## config.mk

```make
export PLATFORM = sky130hd
export DESIGN_NAME = io_read_ctrl
export DESIGN_NICKNAME = d
export VERILOG_FILES = /design/src/rtl/io_read_ctrl.sv
export SDC_FILE = /design/constraint.sdc
export NUM_CORES = 1
export LEC_CHECK = 0
export ABC_AREA = 1
export BUFFER_PORTS_ARGS = -buffer_cell sky130_fd_sc_hd__buf_2
export CAP_MARGIN = 20
export CORE_MARGIN = 3
export CORE_UTILIZATION = 25
export CTS_BUF_LIST = sky130_fd_sc_hd__clkbuf_8
export CTS_CLUSTER_SIZE = 40
export DETAILED_ROUTE_END_ITERATION = 8
export PLACE_DENSITY_LB_ADDON = 0.3
export SYNTH_ARGS = -nofsm -noshare
export SYNTH_HDL_FRONTEND = slang
export SYNTH_SLANG_ARGS = --single-unit
```

## constraint.sdc

```tcl
create_clock -name clk -period 4.5 [get_ports clk]
set_input_delay 0.45 -clock clk [delete_from_list [all_inputs] [get_ports clk]]
set_output_delay 0.45 -clock clk [all_outputs]
set_load 0.005 [all_outputs]
```

## src/rtl/io_read_ctrl.sv

```systemverilog
// ---------------------------------------------------------------------------
// IoReadCtrl (module io_read_ctrl)
//
// Input-side I/O controller feeding the CPU load path through MemOrIo.
// The switch bank and the confirm button are brought into the clock domain
// with 2-flop synchronisers. The button is debounced by a four-state FSM.
// Every accepted press snapshots the switches and raises a ready flag.
// CPU I/O reads return either the snapshot or a status word.
//
// Ports
//   clk            system clock, all state on the rising edge
//   rst_n          synchronous active-low reset
//   sw_i           raw asynchronous switch levels (SW_WIDTH bits)
//   btn_i          raw asynchronous confirm button, bouncy, active-high
//   ior_i          CPU I/O read strobe, one cycle per load
//   sel_i          register select: 0 = data snapshot, 1 = status
//   ioread_data_o  registered read data back to MemOrIo
//   ready_o        snapshot-valid flag (also drives an LED)
//
// Status word layout: {30'b0, overrun, ready}
// ---------------------------------------------------------------------------
module io_read_ctrl #(
    parameter int SW_WIDTH        = 16,
    parameter int DEBOUNCE_CYCLES = 1000000,
    parameter int CNT_W           = 20
) (
    input  logic                clk,
    input  logic                rst_n,
    input  logic [SW_WIDTH-1:0] sw_i,
    input  logic                btn_i,
    input  logic                ior_i,
    input  logic                sel_i,
    output logic [31:0]         ioread_data_o,
    output logic                ready_o
);

    typedef enum logic [1:0] {
        ST_IDLE         = 2'd0,
        ST_PRESS_WAIT   = 2'd1,
        ST_PRESSED      = 2'd2,
        ST_RELEASE_WAIT = 2'd3
    } state_t;

    localparam logic [CNT_W-1:0] CNT_LAST = CNT_W'(DEBOUNCE_CYCLES - 1);

    logic [SW_WIDTH-1:0] r_swMeta;
    logic [SW_WIDTH-1:0] r_swSync;
    logic                r_btnMeta;
    logic                r_btnSync;

    state_t              r_state;
    state_t              w_stateNext;
    logic [CNT_W-1:0]    r_cnt;
    logic [CNT_W-1:0]    w_cntNext;
    logic                w_capture;

    logic [31:0]         r_snapshot;
    logic                r_ready;
    logic                r_overrun;
    logic [31:0]         r_readData;

    logic                w_dataRead;
    logic                w_statusRead;
    logic [31:0]         w_swExt;

    // Two-stage synchronisers; nothing else looks at the raw pins.
    always_ff @(posedge clk) begin
        if (!rst_n) begin
            r_swMeta  <= '0;
            r_swSync  <= '0;
            r_btnMeta <= 1'b0;
            r_btnSync <= 1'b0;
        end else begin
            r_swMeta  <= sw_i;
            r_swSync  <= r_swMeta;
            r_btnMeta <= btn_i;
            r_btnSync <= r_btnMeta;
        end
    end

    // Debounce FSM state and stability counter.
    always_ff @(posedge clk) begin
        if (!rst_n) begin
            r_state <= ST_IDLE;
            r_cnt   <= '0;
        end else begin
            r_state <= w_stateNext;
            r_cnt   <= w_cntNext;
        end
    end

    // Next-state logic. The counter only advances while it is below
    // CNT_LAST, so it can never wrap. A press is accepted exactly once,
    // on the PRESS_WAIT -> PRESSED transition. A short bounce during
    // release falls back to PRESSED without a second capture.
    always_comb begin
        w_stateNext = r_state;
        w_cntNext   = r_cnt;
        w_capture   = 1'b0;
        case (r_state)
            ST_IDLE: begin
                if (r_btnSync) begin
                    w_stateNext = ST_PRESS_WAIT;
                    w_cntNext   = '0;
                end
            end
            ST_PRESS_WAIT: begin
                if (!r_btnSync) begin
                    w_stateNext = ST_IDLE;
                end else if (r_cnt == CNT_LAST) begin
                    w_stateNext = ST_PRESSED;
                    w_capture   = 1'b1;
                end else begin
                    w_cntNext = r_cnt + CNT_W'(1);
                end
            end
            ST_PRESSED: begin
                if (!r_btnSync) begin
                    w_stateNext = ST_RELEASE_WAIT;
                    w_cntNext   = '0;
                end
            end
            ST_RELEASE_WAIT: begin
                if (r_btnSync) begin
                    w_stateNext = ST_PRESSED;
                end else if (r_cnt == CNT_LAST) begin
                    w_stateNext = ST_IDLE;
                end else begin
                    w_cntNext = r_cnt + CNT_W'(1);
                end
            end
            default: begin
                w_stateNext = ST_IDLE;
                w_cntNext   = '0;
            end
        endcase
    end

    assign w_dataRead   = ior_i & ~sel_i;
    assign w_statusRead = ior_i &  sel_i;
    assign w_swExt      = 32'(r_swSync);

    // Snapshot, flags and read-data register.
    // When a capture and a read land on the same edge, the read returns
    // the pre-edge contents. The capture still takes effect: ready stays
    // set, and the new snapshot replaces the old one.
    // Overrun is set only when the capture finds ready already set and no
    // data read is consuming it on the same edge. A status read clears
    // overrun unless this very capture overran.
    always_ff @(posedge clk) begin
        if (!rst_n) begin
            r_snapshot <= '0;
            r_ready    <= 1'b0;
            r_overrun  <= 1'b0;
            r_readData <= '0;
        end else begin
            if (w_dataRead) begin
                r_readData <= r_snapshot;
            end else if (w_statusRead) begin
                r_readData <= {30'b0, r_overrun, r_ready};
            end

            if (w_capture) begin
                r_snapshot <= w_swExt;
            end

            if (w_capture) begin
                r_ready <= 1'b1;
            end else if (w_dataRead) begin
                r_ready <= 1'b0;
            end

            if (w_capture && r_ready && !w_dataRead) begin
                r_overrun <= 1'b1;
            end else if (w_statusRead) begin
                r_overrun <= 1'b0;
            end
        end
    end

    assign ioread_data_o = r_readData;
    assign ready_o       = r_ready;

endmodule

```

# After elaboration in Yosys (flattened, before gate mapping)
# Index checks and enable logic that the tools add are counted.
# op_classes
n_reduce_logical	9
n_mux	22
n_eq_ne	10
bitwise	3
addsub	1
# ops
operator	count
20-bit two-way mux	5
20-bit case mux with 4 select lines	1
32-bit two-way mux	2
20-bit by 1-bit adder with 20-bit output, second input constant	1
20-bit equality test, second input constant	1
2-bit two-way mux	6
2-bit inequality test, second input constant	4
2-bit case mux with 4 select lines	1
4-bit AND reduction	2
1-bit two-way mux	7
3-bit inequality test, second input constant	2
2-bit nonzero test	3
2-bit equality test, second input constant	2
1-bit bitwise AND	2
2-bit by 1-bit equality test with 1-bit output, second input constant	1
1-bit logical AND	2
2-bit zero test	1
1-bit zero test	1
1-bit NOT	1
# totals
register_bits	106

# Logic depth before layout (Yosys ltp)
# depth
depth_word	7
ltp_mapped	11

# Least setup slack after synthesis
# Ideal clock, no wire load.
# synth_path
kind	register -> register
start	reg r_cnt[0]
end	reg r_snapshot[0]
arrival_time_ns	1.468
required_ns	4.387
period_less_slack_ns	1.580
slack_ns	2.920
setup_time_ns	0.113
path_stages_with_launch	10
path_cell_list	dfxtp_1 ha_1 nand3_2 nor2_2 nand3_2 nor2_4 nand2_4 buf_2 nor2_1 nor2_1
# synth_between
elab_chain_cells	4
# synth_rtl
item	line	text
start, declared	53	logic [CNT_W-1:0] r_cnt;
start signal, assigned	88	r_cnt <= w_cntNext;
20-bit equality test	110	end else if (r_cnt == CNT_LAST) begin
1-bit two-way mux	110	
1-bit two-way mux	108	if (!r_btnSync) begin
1-bit two-way mux	100	case (r_state)
end signal, assigned	164	r_snapshot <= w_swExt;
end, declared	57	logic [31:0] r_snapshot;
# Every way passes these cells.
# A chain may end at the register's enable or synchronous reset.

# Final worst setup path
# layout_path
start	reg r_cnt[0]
end	reg r_cnt[14]
# layout_between
elab_chain_cells	4
# layout_rtl
item	line
20-bit by 1-bit adder with 20-bit output / 20-bit equality test (equally long branches)	-
20-bit two-way mux *	110, 126
20-bit two-way mux, on equally long branches	124, 108
20-bit case mux with 4 select lines *	100
# Every way passes the cells marked *; elsewhere a longest branch is shown, timed or not. The select of a mux whose other input is x is not followed.

==> results by group <==
Global route
  – Initial antenna violation count: 0
  – Total gr overflow: 0
  – First-pass GRT wire length: 12540 um
  – Vias in the first global route: 2773
  – Tot GR Track Use: 0.09466
  – Largest net degree at the start of global routing: 57

Synthesis
  – Register area share after synthesis: 0.4915
  – Register bit count reported by yosys: 90
  – Post-synth top flop: dfxtp_1
  – Distinct cells, synth: 31
  – Synth warn: 0
  – Post-Syn Area: 3666 sq um
  – Syn Area/Cell: 7.077 sq um
  – Post-Syn Instances: 518
  – Asr flop ratio synth: 0
  – Post-synth EDFFs: 0

Critical path
  – Slowest-stage cell, CP: nand2_1
  – Critical path origin: r_cnt[0]
  – Element type at the critical path end: flip-flop
  – Critical-path cell list: ha_1 > nand3_2 > nor2_2 > nand3_2 > nand2_1 > inv_2 > nor2_1 > nor2_1 > nor2_1
  – Reg2reg path depth: 9
  – Most used cell, CP: nor2_1
  – Critical Path AT: 2.50 ns
  – Critical path class: flip-flop to flip-flop
  – Reg-to-reg setup timing slack: ~2.3 ns
  – Critical path's largest stage delay: 0.45 ns
  – Worst EP required: around 4.8 ns
  – Launching element type of the critical path: flip-flop
  – Critical register-to-register path endpoint: r_cnt[14]
  – Worst flop-to-flop path startpoint: r_cnt[0]
  – Crit path max fanout: 13
  – CP Capture Point: r_cnt[14]

Finish
  – Most frequent cells in the layout: nand2_1 (155), dfxtp_1 (90), nor2_1 (81)
  – Final #Nets: 573
  – Ant. Diodes: 0
  – Share of post-route cells with drive strength above 1: 0.1187
  – P&R area growth vs syn: 13.38%
  – Cell area after layout: 4156 sq um
  – Leading cell type in the layout, fill and taps excluded: nand2_1

STA
  – Final Setup Violations: 0
  – Final Hold Vio Count: 0
  – Final period utilization: 0.4932
  – Final Skew: 0.01068 ns
  – Final WS setup: 2.281 ns
  – Fin crit period: ~2.2 ns
  – Slew margin rel.: 0.4030
  – RSZ-0062 raised after global routing: no
  – FMAX: around 450 MHz
  – Measured slew at the worst slew-check pin: 0.8925 ns
  – Pins Over Slew Limit: 0
  – Setup TNS: 0 ns

Clock network
  – CTS tree: done
  – H-Tree Depth: 3
  – Post-CTS setup buffers: 0
  – CTS max path bufs: 2
  – Clock sinks: 90
  – Cells resized by post-CTS repair: 0
  – Total CTS buffers: 9
  – # hold bufs at CTS: 0
  – Clock Tree Root: clkbuf_8
  – Reg clk slew, reported paths: 0.09 ns
  – Worst skew pair latency: 0.35 ns

Power and ir drop
  – Peak VDD IR: approximately 140 uV
  – PD cells: 344.4 nW/um^2
  – Total power: 0.001431 W
  – LEAKAGE: 2.099 nW

Drt
  – Initial drt markers: slightly below 200
  – DR pass1 iterations: 4
  – Final wirelength: 7227 um
  – Routed length per instance: 9.819 um
  – Via/cell ratio: 3.901
  – Final ANT Viol Nets: 0
  – DR DRC count: 0
  – Vias: 2871

Die
  – Top Ports: 54
  – Row Count: between 40 and 50
  – Core Region: approximately 14000 sq um
  – Initial Utilization: 0.2601
  – Die span in x: 127.1 um
  – Full die area: around 16000 sq um
  – Die height: roughly 130 um

Outcome
  – Status: completed

Placed design
  – IO Port Bufs: 37
  – Placed inst area: 3939 sq um
  – Dpl ws: roughly 2.1 ns
  – DP Wirelength: approximately 5000 um
  – Gpl congestion: 0.8295

Hold path
  – HP Class: input pin to flip-flop

Flow run
  – Max cap viols: 0
==> per-layer routing <==
metal  global-route usage  vias up  part of all wire
met2               0.1560       60              0.48
met1               0.1156     1228              0.47
met4              0.03407        0            0.0055
met3              0.03135        4             0.042
met5                    0        -                 0
li1                     -     1579                 -
==> registers in the layout, indices dropped and copies added, names as in the netlist, named ones only <==
name / cells
r_swSync: 16
ready_o: 1
r_swMeta: 16
r_overrun: 1
ioread_data_o: 16
r_state: 1
r_snapshot: 16
r_btnSync: 1
r_cnt: 20
r_btnMeta: 1
==> final cells by class <==
| class | instances | area (sq um) |
|---|---|---|
| fill | 1561 | 9940 |
| sequential | 90 | 1802 |
| multi-input combinational | 327 | 1400 |
| inverter | 83 | 311.5 |
| tap | 180 | 225.2 |
| timing repair buffer | 40 | 207.7 |
| clock buffer | 10 | 137.6 |
| clock inverter | 6 | 72.57 |
==> worst min path at each step <==
stage	start	end	slack, ns	depth (start not counted)
finish	sw_i[14]	r_swMeta[14]	0.27	3
floorplan	r_btnMeta	r_btnSync	0.39	2
global route	sw_i[11]	r_swMeta[11]	0.26	3
global placement	r_swMeta[4]	r_swSync[4]	0.40	2
detailed placement	r_swMeta[14]	r_swSync[14]	0.40	2
CTS	sw_i[14]	r_swMeta[14]	0.25	3
==> cells in the mapped netlist, types with 2 or more instances <==
library cell | count | area (sq um)
nand3_2 | 2 | 20.02
nor2_1 | 81 | 304.0
nand3_1 | 14 | 70.07
o21ai_0 | 2 | 10.01
buf_4 | 17 | 127.6
inv_2 | 3 | 11.26
buf_6 | 2 | 22.52
xor2_1 | 3 | 26.28
nand4_1 | 12 | 75.07
dfxtp_1 | 90 | 1802
nor2_2 | 2 | 12.51
a21oi_1 | 25 | 125.1
clkbuf_1 | 9 | 33.78
nand2_1 | 155 | 581.8
inv_1 | 79 | 296.5
buf_2 | 5 | 25.02
o21bai_1 | 2 | 15.01
nor3_1 | 2 | 10.01
==> critical path, delay by kind of cell (launching register included) <==
kind          cells  cell delay (ns)
buf+inv           1             0.19
simple gates      7             1.30
flops             1             0.42
fa+ha+maj         1             0.23
==> stage by stage <==
step / std cells / util / hold WS [ns]
after CTS: 735 / 0.2943 / 0.2454
after global placement: 719 / 0.2794 / 0.3967
after detailed placement: 719 / 0.2794 / 0.3953
after floorplan: 533 / - / 0.3905
final: 736 / 0.2949 / 0.2739
after global routing: 736 / 0.2949 / 0.2608
==> kinds of logic (layout without fill, tap and decap cells) <==
| logic type | count (synthesis) | after routing | share of synthesized area |
|---|---|---|---|
| buf+inv | 116 | 139 | 0.1420 |
| compound gates | 33 | 33 | 0.04812 |
| fa+ha+maj | 1 | 1 | 0.003412 |
| xor+xnor | 4 | 4 | 0.009558 |
| other cells | 1 | 16 | 0.001023 |
| simple gates | 273 | 273 | 0.3044 |
| flops | 90 | 90 | 0.4915 |
==> where the power goes <==
part | switching [W] | total, W | internal [W]
Sequential | 0.00000428 | 0.000815 | 0.000810
Combinational | 0.0000346 | 0.0000498 | 0.0000151
Clock | 0.000288 | 0.000567 | 0.000278
Power figures use the tool's default switching activity.
